==> src/rtl/sample_output_serializer.sv <==
// Sample output serializer: buffers mono samples in a small FIFO and sends
// each one to a stereo DAC as a left-justified frame. The same sample goes
// to both the left and the right slot.
module sample_output_serializer #(
  parameter int FIFO_DEPTH = 8,
  parameter int BCLK_DIV   = 4
) (
  input  logic                          i_Clock,
  input  logic                          i_Reset_n,
  input  logic                          i_SampleReady,
  input  logic [15:0]                   i_Sample,
  input  logic                          i_ClearStatus,
  output logic                          o_BitClock,
  output logic                          o_LRClock,
  output logic                          o_SerialData,
  output logic [$clog2(FIFO_DEPTH):0]   o_FifoLevel,
  output logic                          o_Overflow,
  output logic                          o_Underflow
);

  localparam int PTR_W = $clog2(FIFO_DEPTH);
  localparam int LVL_W = PTR_W + 1;
  localparam int DIV_W = (BCLK_DIV > 1) ? $clog2(BCLK_DIV) : 1;

  logic [DIV_W-1:0] div_cnt;
  logic [4:0]       bit_idx;
  logic [4:0]       bit_idx_next;
  // Bits still to be sent after the one currently on o_SerialData; together
  // with o_SerialData this forms the 32-bit frame shift register.
  logic [30:0]      shift_rest;

  logic [15:0]      fifo_mem [FIFO_DEPTH];
  logic [PTR_W-1:0] wr_ptr;
  logic [PTR_W-1:0] rd_ptr;
  logic [15:0]      head_sample;

  logic div_tc;
  logic fall_evt;
  logic frame_load;
  logic fifo_empty;
  logic fifo_full;
  logic do_pop;
  logic do_push;
  logic drop_evt;
  logic starve_evt;

  assign div_tc       = (div_cnt == DIV_W'(BCLK_DIV - 1));
  assign fall_evt     = div_tc & o_BitClock;
  assign bit_idx_next = bit_idx + 5'd1;
  assign frame_load   = fall_evt & (bit_idx == 5'd31);

  assign fifo_empty   = (o_FifoLevel == '0);
  assign fifo_full    = (o_FifoLevel == LVL_W'(FIFO_DEPTH));
  assign head_sample  = fifo_mem[rd_ptr];

  // A full FIFO still accepts a push when the same cycle pops the head.
  assign do_pop       = frame_load & ~fifo_empty;
  assign do_push      = i_SampleReady & (~fifo_full | do_pop);
  assign drop_evt     = i_SampleReady & fifo_full & ~do_pop;
  assign starve_evt   = frame_load & fifo_empty;

  // Bit-clock divider: toggle the bit clock each time the counter wraps.
  always_ff @(posedge i_Clock or negedge i_Reset_n) begin
    if (!i_Reset_n) begin
      div_cnt    <= '0;
      o_BitClock <= 1'b0;
    end else if (div_tc) begin
      div_cnt    <= '0;
      o_BitClock <= ~o_BitClock;
    end else begin
      div_cnt    <= div_cnt + DIV_W'(1);
    end
  end

  // Serial side: advance bit index, LR clock and data on each falling edge.
  always_ff @(posedge i_Clock or negedge i_Reset_n) begin
    if (!i_Reset_n) begin
      bit_idx      <= 5'd31;
      o_LRClock    <= 1'b0;
      o_SerialData <= 1'b0;
      shift_rest   <= '0;
    end else if (fall_evt) begin
      bit_idx   <= bit_idx_next;
      o_LRClock <= bit_idx_next[4];
      if (frame_load) begin
        if (!fifo_empty) begin
          o_SerialData <= head_sample[15];
          shift_rest   <= {head_sample[14:0], head_sample};
        end else begin
          o_SerialData <= 1'b0;
          shift_rest   <= '0;
        end
      end else begin
        o_SerialData <= shift_rest[30];
        shift_rest   <= {shift_rest[29:0], 1'b0};
      end
    end
  end

  // FIFO storage: write the incoming sample at the tail.
  always_ff @(posedge i_Clock) begin
    if (do_push) begin
      fifo_mem[wr_ptr] <= i_Sample;
    end
  end

  // FIFO pointers and occupancy; drops and starves leave them untouched.
  always_ff @(posedge i_Clock or negedge i_Reset_n) begin
    if (!i_Reset_n) begin
      wr_ptr      <= '0;
      rd_ptr      <= '0;
      o_FifoLevel <= '0;
    end else begin
      if (do_push) begin
        wr_ptr <= wr_ptr + PTR_W'(1);
      end
      if (do_pop) begin
        rd_ptr <= rd_ptr + PTR_W'(1);
      end
      case ({do_push, do_pop})
        2'b10:   o_FifoLevel <= o_FifoLevel + LVL_W'(1);
        2'b01:   o_FifoLevel <= o_FifoLevel - LVL_W'(1);
        default: o_FifoLevel <= o_FifoLevel;
      endcase
    end
  end

  // Sticky status flags; a new event outranks a simultaneous clear.
  always_ff @(posedge i_Clock or negedge i_Reset_n) begin
    if (!i_Reset_n) begin
      o_Overflow  <= 1'b0;
      o_Underflow <= 1'b0;
    end else begin
      if (drop_evt) begin
        o_Overflow <= 1'b1;
      end else if (i_ClearStatus) begin
        o_Overflow <= 1'b0;
      end
      if (starve_evt) begin
        o_Underflow <= 1'b1;
      end else if (i_ClearStatus) begin
        o_Underflow <= 1'b0;
      end
    end
  end

endmodule

==> config.mk <==
export PLATFORM = sky130hd
export DESIGN_NAME = sample_output_serializer
export DESIGN_NICKNAME = d
export VERILOG_FILES = /design/src/rtl/sample_output_serializer.sv
export SDC_FILE = /design/constraint.sdc
export NUM_CORES = 1
export LEC_CHECK = 0
export ABC_AREA = 1
export CAP_MARGIN = 20
export CELL_PAD_IN_SITES_DETAIL_PLACEMENT = 0
export CELL_PAD_IN_SITES_GLOBAL_PLACEMENT = 2
export CORE_MARGIN = 8
export CORE_UTILIZATION = 38
export DETAILED_ROUTE_END_ITERATION = 6
export MAX_ROUTING_LAYER = met4
export PLACE_DENSITY = 0.76
export SLEW_MARGIN = 10
export SYNTH_ARGS = -nofsm -noshare
export SYNTH_HDL_FRONTEND = slang
export SYNTH_SLANG_ARGS = --single-unit
==> constraint.sdc <==
create_clock -name i_Clock -period 2.6 [get_ports i_Clock]
set_input_delay 0.52 -clock i_Clock [delete_from_list [all_inputs] [get_ports i_Clock]]
set_output_delay 0.52 -clock i_Clock [all_outputs]
set_load 0.005 [all_outputs]
==> metrics.md <==
| Metric | Value |
|---|---|
| Sequential Power Share | 51.4% |
| Post-synthesis adder-cell area fraction | 1.00% |
| Commonest cells post-synth | 130 x nor2_1, 128 x edfxtp_1, 68 x o21ai_0 |
| Util after Layout | 45.3% |
| Synth Net Count | 659 |
| Core Area | 19,400 µm² |
| Flop-to-flop setup slack | 150 ps |
| First DRT Iteration DRCs | 421 |
| Die Span Y | 156 µm |
| Period Utilization, post-route | 94.2% |
| Cell count after synthesis | 633 |
| Worst hold path depth | 1 |
| Die ar. | 24,500 µm² |
| Fmax achieved | 408 MHz |
| Avg Vias per Cell | 4.96 |
| Comb power frac | 11.7% |
| Largest net degree at the start of global routing | 46 |
| Outcome | completed |
| Multiplexer share of the synthesized area | 0% |
| Int Pwr | 5120 µW |
| Nets | 696 |
| Grt ovf | 0 |
| Worst r2r src | bit_idx[0] |
| Synth Area in Simple Gates | 12.4% |
| Root Buffer | clkbuf_16 |
| Clock transition at path regs | 70 ps |
| Wire length of the first global-routing pass | 25,700 µm |
| WL/cell | 17.1 µm |
| NetSw | 1780 µW |
| Sequential fraction of the synthesis area | 69.1% |
| # clock sinks | 181 |
| ANT cells | 0 |
| TritonRoute pass-1 iters | 5 |
| Worst EP required | 2740 ps |
| Remaining DRCs | 0 |
| Startpoint class of the critical path | flip-flop |
| Deepest clock path buffer count | 2 |
| Clk network pwr share | 36.8% |
| End of the worst register-to-register path | fifo_mem[0][14] |
| Top-count cell post-synth | nor2_1 |
| CP Data Arrival Time | 2590 ps |
| Synth unique cells | 37 |
| Flops & latches, synth | 181 |
| Main synth FF type | edfxtp_1 |
| Sw frac | 25.8% |
| Post-layout power | 6910 µW |
| # setup viols final | 0 |
| H-tree levels | 4 |
| Detailed Place HPWL | 10,600 µm |
| Async S/R FF share, synth | 29.3% |
| Power Dens Cells | 786 nW/µm² |
| Leading area contributor after synthesis | edfxtp_1 |
| IO Port Bufs | 28 |
| Synth-to-Final Area Change | 17.3% |
| Worst-Margin Slew | 614 ps |
| Worst Path Max Fanout | 16 |
| Setup CP Type | reg -> reg |
| Mean post-synth cell area | 11.8 µm² |
| Initial core utilization | 38.6% |
| Top cells by area, synth | edfxtp_1 51%, dfrtp_1 16%, nor2_1 6.5% |
| EDFF count, synth | 128 |
| Lkg Pwr | 0.00330 µW |
| Hold wc startpoint | div_cnt[0] |
| Routability cong. | 0.817 |
| Die width | 156 µm |
| FP Rows | 51 |
| Routed via count | 4,698 |
| Clock period minus worst slack | 2450 ps |
| Post-synth top area share | 51.3% |
| Worst setup EP type | flip-flop |
| Reg2reg path depth | 11 |
| Maxcap violations | 0 |
| Synth Area in Compound Gates | 12.1% |
| Fin Clk Skew | 11.6 ps |
| Worst VDD drop | 541 µV |
| Final WL | 16,200 µm |
| Fin. max-slew vios | 0 |
| Layout cells sized above 1 | 14.8% |
| CTS tree | done |
| Main combinational cell family by area after synthesis | simple AND/OR/NAND/NOR gates |
| Final Hold Fails | 0 |
| Xor/xnor share of the synthesized area | 0.935% |
| CTS buffer count | 17 |
| Vias in the first global route | 4,673 |
| Worst Hold Class | reg -> reg |
| Total track usage | 14.3% |
| Antenna-violating nets left | 0 |
| I/O Pins | 29 |
| Synth warnings | 0 |
| Skew-Pair Late Insertion Delay | 430 ps |
| Slew HR | 59.0% |
| Worst Hold End | div_cnt[0] |
| Cell Area, Synth | 7490 µm² |
| Initial antenna violation count | 0 |
-- critical path: stages (launching register included) --
cell and delay (ps):
dfstp_2 560, ha_1 180, and3_1 160, ha_1 130
inv_1 90, nor2_8 190, inv_2 60, nand4_2 80
nand2_2 90, or2_4 280, nor2_2 150, buf_12 170
-- power groups by stage --
stage	registers, µW	clock network (µW)	logic [µW]
5_1_grt	3580	2720	904
3_3_place_gp	3610	0	792
2_1_floorplan	3600	0	404
4_1_cts	3550	2620	811
6_report	3550	2550	811
3_5_place_dp	3610	0	807
-- cell type report --
type                    count  area, µm²
repair buffers             51        563
flip-flops and latches    181       5180
inverters                  31        121
well taps                 265        332
multi-input cells         388       2010
clock inverters            14        158
clock buffers              18        429
fillers                  1808      10600
-- per-layer routing --
layer | global-route usage [%] | routed length, µm | vias up
met2 | 21.6 | 7720 | 73
li1 | - | - | 2300
met3 | 2.59 | 648 | 13
met5 | - | 0 | -
met4 | 4.81 | 204 | 0
met1 | 19.2 | 7620 | 2312
-- sequential cells by signal, summed over array words and instances, names as in the netlist --
signal / count
fifo_mem: 128
shift_rest: 31
bit_idx: 5
o_FifoLevel: 4
rd_ptr: 3
wr_ptr: 3
div_cnt: 2
o_BitClock: 1
o_LRClock: 1
o_Overflow: 1
o_SerialData: 1
o_Underflow: 1
-- worst max-delay path by stage --
stage	from	end	slack (ps)	cells after the start
finish	bit_idx[0]	fifo_mem[0][14]	150	11
global route	bit_idx[0]	o_FifoLevel[2]	-3	13
CTS	bit_idx[0]	fifo_mem[0][9]	50	11
detailed placement	bit_idx[0]	fifo_mem[0][9]	70	11
global placement	bit_idx[0]	fifo_mem[6][15]	150	11
floorplan	bit_idx[0]	fifo_mem[0][0]	-180	10
-- placed cells by master, fill, tap and decap left out, types with 2 or more instances in the layout --
cell             instances
buf_4                   13
clkdlybuf4s50_1         27
inv_1                   21
edfxtp_1               128
inv_8                    4
buf_12                   9
o211ai_2                 5
nand2_4                  2
clkinvlp_4               3
ha_1                     6
inv_6                    5
o211ai_1                20
nand2_1                 61
inv_2                    9
nand2_2                  6
xnor2_1                  2
a21oi_1                 36
nand3_1                 15
o21ai_1                  2
dfrtp_1                 47
dfstp_2                  5
o221ai_1                 7
nand4_1                  2
xor2_1                   6
o22ai_1                  7
nor2_2                   8
clkbuf_16               17
a21oi_2                  6
o21ai_0                 68
nor2_1                 122
-- per-stage QoR --
stage	setup WS [ps]	TNS, ps	hold WS (ps)	area, µm²	instances
2_1_floorplan	-183	-11730	224	7500	633
6_report	151	0	438	8790	948
4_1_cts	54.7	0	441	8770	947
3_3_place_gp	147	0	418	8170	914
5_1_grt	-3.06	-3.06	460	8790	948
3_5_place_dp	66.2	0	430	8170	914
-- cell families after synthesis --
| kind of cell | count (synthesis) |
|---|---|
| xor gates and xnor gates | 8 |
| buffers and inverters | 64 |
| and+or+nand+nor | 222 |
| AOI/OAI and AO/OA | 152 |
| DFF | 181 |
| adders and majority gates | 6 |
-- repair_timing --
item	in CTS	in global routing
resized for setup	0	6
setup buffers	0	1
hold buffers	1	0
endpoints found under the hold margin	14	0
endpoints found under the setup margin	0	81
Power figures use the tool's default switching activity.
==> edit 1: new RTL, same flow settings <==
Change the parameter `BCLK_DIV` from 4 to 2.
--- a/src/rtl/sample_output_serializer.sv
+++ b/src/rtl/sample_output_serializer.sv
@@ -5,3 +5,3 @@
   parameter int FIFO_DEPTH = 8,
-  parameter int BCLK_DIV   = 4
+  parameter int BCLK_DIV   = 2
 ) (
Behaviour: not the same (Yosys sat finds a counterexample within 4 cycles, from zero or initial values and one cycle with i_Reset_n low).
==> edit 1 against the unedited design <==
Synthesized cell count shrank 1.7%. Clock skew shrank 0.00094 ns. Global-route usage shrank 0.054 points. Cell count shrank 1.4%. Cell area is 0.87% lower. Sequential share of layout area is 0.23 points higher. Setup slack gained 0.019 ns. Total power rose by 0.12%. Largest cell class unchanged. Utilization down 0.25 points. Sequential cell count decreased by 1. Maximum frequency grew 0.80%. Critical path type unchanged. Area after synthesis decreased by 0.45%. Clock power grew 3%. Wire length down 0.77%.
==> edit 1: results <==
layout:
  drive_above_1_share_pct: 15.7
  nets: 682
global_route:
  grt_max_degree: 66
  grt_pass1_wl_um: 25900
  globalRouteTotalUtil_pct: 14.2
setup_path:
  cp.arrival_ns: 2.55
  crit_fanout: 9
  reg2reg_to: "fifo_mem[0][3]"
synth:
  synthFlopType: "edfxtp_1"
  ys_types: 34
  synth-edff-count: 128
  async_reset_ff_share_pct: 28.9
  ys_seq_area_share_pct: 69.1
  syn_nets: 647
place:
  gp_congestion: 0.813
  portBuffers: 28
power_and_ir_drop:
  peakVddDrop_mv: 0.489
  leakage_nw: 3.22
routing:
  wl_per_cell_um: 17.2
  drtIter0Drc: 318
  routed-via-count: 4630
timing:
  maxSlewHeadroom_pct: 62.5
  holdWs_ns: 0.0365
outcome:
  status: "completed"
hold_path:
  hp-class: "input port to async pin"
edit 1: changes by cell type in the layout (fill, tap and decap cells not counted), sizes merged, moves of 3 or more:
cell	before	now
a21oi	42	47
clkinv	2	7
inv	39	31
nand2	69	64
nand3	16	13
nor2	131	126
o22ai	7	10
edit 1: cells by family (layout without fill, tap and decap cells):
logic type / after synthesis / in the layout / synth area share, %
buffers and inverters: 62 / 110 / 4.24
and+or+nand+nor: 208 / 208 / 11.5
AOI/OAI and AO/OA: 158 / 158 / 13.3
xor gates and xnor gates: 9 / 9 / 1.06
adders and majority gates: 5 / 5 / 0.839
DFF: 180 / 180 / 69.1
edit 1: per-layer routing:
metal / up-vias / share of wire [%] / GRT usage [%]
li1: 2266 / - / -
met1: 2292 / 47 / 17.7
met2: 56 / 49 / 23.1
met3: 16 / 3.1 / 3.05
met4: 0 / 0.86 / 4.16
met5: - / 0 / -
edit 1: worst max-delay path by stage:
| stage | slack (ns) | cells after the start | endpoint |
|---|---|---|---|
| floorplan | -0.17 | 10 | fifo_mem[0][0] |
| global placement | 0.20 | 11 | fifo_mem[6][7] |
| detailed placement | 0.17 | 11 | fifo_mem[0][9] |
| CTS | 0.14 | 11 | fifo_mem[0][2] |
| global route | -0.03 | 11 | fifo_mem[2][0] |
| finish | 0.17 | 11 | fifo_mem[0][3] |
edit 1: report_power, final:
part           leakage (nW)  total, W  internal [W]  switching [W]
Combinational          1.08  0.000751      0.000282       0.000468
Clock                 0.289   0.00262       0.00152        0.00110
Sequential             1.85   0.00354       0.00342       0.000119
edit 1: through the flow:
stage / total power [W] / std cells / instance area [um^2]
after floorplan: 0.00397 / 622 / 7470
after global placement: 0.00435 / 903 / 8100
after detailed placement: 0.00436 / 903 / 8100
after CTS: 0.00700 / 935 / 8710
after global routing: 0.00719 / 935 / 8710
final: 0.00692 / 935 / 8710
edit 1: area by class of cell:
cell class | count | area (um^2)
tap | 265 | 332
multi-input combinational | 380 | 2000
fill | 1764 | 10600
timing repair buffer | 49 | 512
sequential | 180 | 5150
clock inverter | 15 | 180
inverter | 29 | 111
clock buffer | 17 | 425
==> edit 2: new RTL, same settings <==
Without the edit above. Put one more register stage on the output `o_Underflow`, cleared by the reset. The value now appears one clock later. The other outputs are not delayed to match.
--- a/src/rtl/sample_output_serializer.sv
+++ b/src/rtl/sample_output_serializer.sv
@@ -23,2 +23,4 @@
   localparam int DIV_W = (BCLK_DIV > 1) ? $clog2(BCLK_DIV) : 1;
+
+  logic o_Underflow_s0;
 
@@ -131,3 +133,3 @@
       o_Overflow  <= 1'b0;
-      o_Underflow <= 1'b0;
+      o_Underflow_s0 <= 1'b0;
     end else begin
@@ -139,6 +141,14 @@
       if (starve_evt) begin
-        o_Underflow <= 1'b1;
+        o_Underflow_s0 <= 1'b1;
       end else if (i_ClearStatus) begin
-        o_Underflow <= 1'b0;
+        o_Underflow_s0 <= 1'b0;
       end
+    end
+  end
+
+  always_ff @(posedge i_Clock or negedge i_Reset_n) begin
+    if (!i_Reset_n) begin
+      o_Underflow <= '0;
+    end else begin
+      o_Underflow <= o_Underflow_s0;
     end
Behaviour: not the same (a bounded check fails within 10 cycles, from zero or initial values and one cycle with i_Reset_n low).
==> edit 2 against the unedited design <==
Setup slack gained 0.030 ns. Sequential cell count grew 1. Largest power group unchanged. Cell area shrank 1.2%. Total power shrank 4.2%. Area after synthesis grew 0.33%. Count of clock-buffer cells in the layout grew 2. Wire length shrank 2.0%. Sequential share of layout area grew 1.0 points. Combinational power shrank 9.6%. Highest routed layer unchanged. Critical endpoint is now fifo_mem[0][9].
==> edit 2: results <==
outcome:
  status: "completed"
global_route:
  grt_pass1_vias: 4820
  grt_max_degree: 66
  grt_pass1_wl_um: 26200
  antenna_found_initial: 0
setup_path:
  reg2reg_slack_ns: 0.18
  cp_slowest_cell: "dfstp_2"
  endpoint: "fifo_mem[0][9]"
  cp.arrival_ns: 2.54
layout:
  utilization_pct: 44.6
  nFillCells: 1806
  nets: 699
  clkbuf_count: 20
  clk_share_pct: 5.97
  seq_area_share_pct: 59.9
  multi_input_area_um2: 1990
  seq_cells: 182
place:
  hpwl_um: 10500
  gp_congestion: 0.786
  placed_cell_area_um2: 8130
  dp_worst_setup_slack_ns: 0.161
  placed_cells: 917
timing:
  min_period_ns: 2.42
  skew_ns: 0.00716
  holdWs_ns: 0.107
  worst_slew_pin_slew_ns: 0.628
synth:
  synth_area_leaders: "edfxtp_1 51%, dfrtp_1 16%, nor2_1 6.5%, o21ai_0 4.5%, nand2_1 3.1%"
  yosys_warnings: 0
  ys_top_cells_by_count: "130 x nor2_1, 128 x edfxtp_1, 68 x o21ai_0"
  synthCells: 634
  ys_seq_area_share_pct: 69.2
hold_path:
  hp-class: "input port to async pin"
routing:
  drt-total-wl_um: 15900
  drtPass1Iterations: 4
  drtIter0Drc: 387
  wl_per_cell_um: 16.7
  routed-via-count: 4677
power_and_ir_drop:
  peakVddDrop_mv: 0.452
  switching_share_pct: 24.0
  leakage_nw: 3.28
-- edit 2: cell types whose count changed after synthesis --
cell / change
dfrtp_1: +1
-- edit 2: routing by layer --
metal  track usage, %  part of all wire, %  vias up
met5                -                    0        -
met4             4.53                 0.87        0
met3             2.90                  2.1       11
met2             22.5                   49       58
met1             18.3                   48     2306
li1                 -                    -     2302
-- edit 2: power by group through the flow --
stage	clock (W)	combinational (W)	sequential, W
after global routing	0.00247	0.000833	0.00361
after global placement	0	0.000724	0.00363
after detailed placement	0	0.000732	0.00364
after CTS	0.00237	0.000735	0.00358
final	0.00230	0.000733	0.00358
after floorplan	0	0.000404	0.00361
-- edit 2: kinds of logic after synthesis --
group | count (synthesis) | synth area share (%)
buf+inv | 64 | 4.41
compound gates | 152 | 12.1
flops | 182 | 69.2
simple gates | 222 | 12.4
fa+ha+maj | 6 | 0.999
xor+xnor | 8 | 0.932
-- edit 2: repair_timing --
item	CTS	global route
setup buffers	0	2
hold buffers	0	0
setup endpoints to repair	0	50
gates resized for setup	0	5
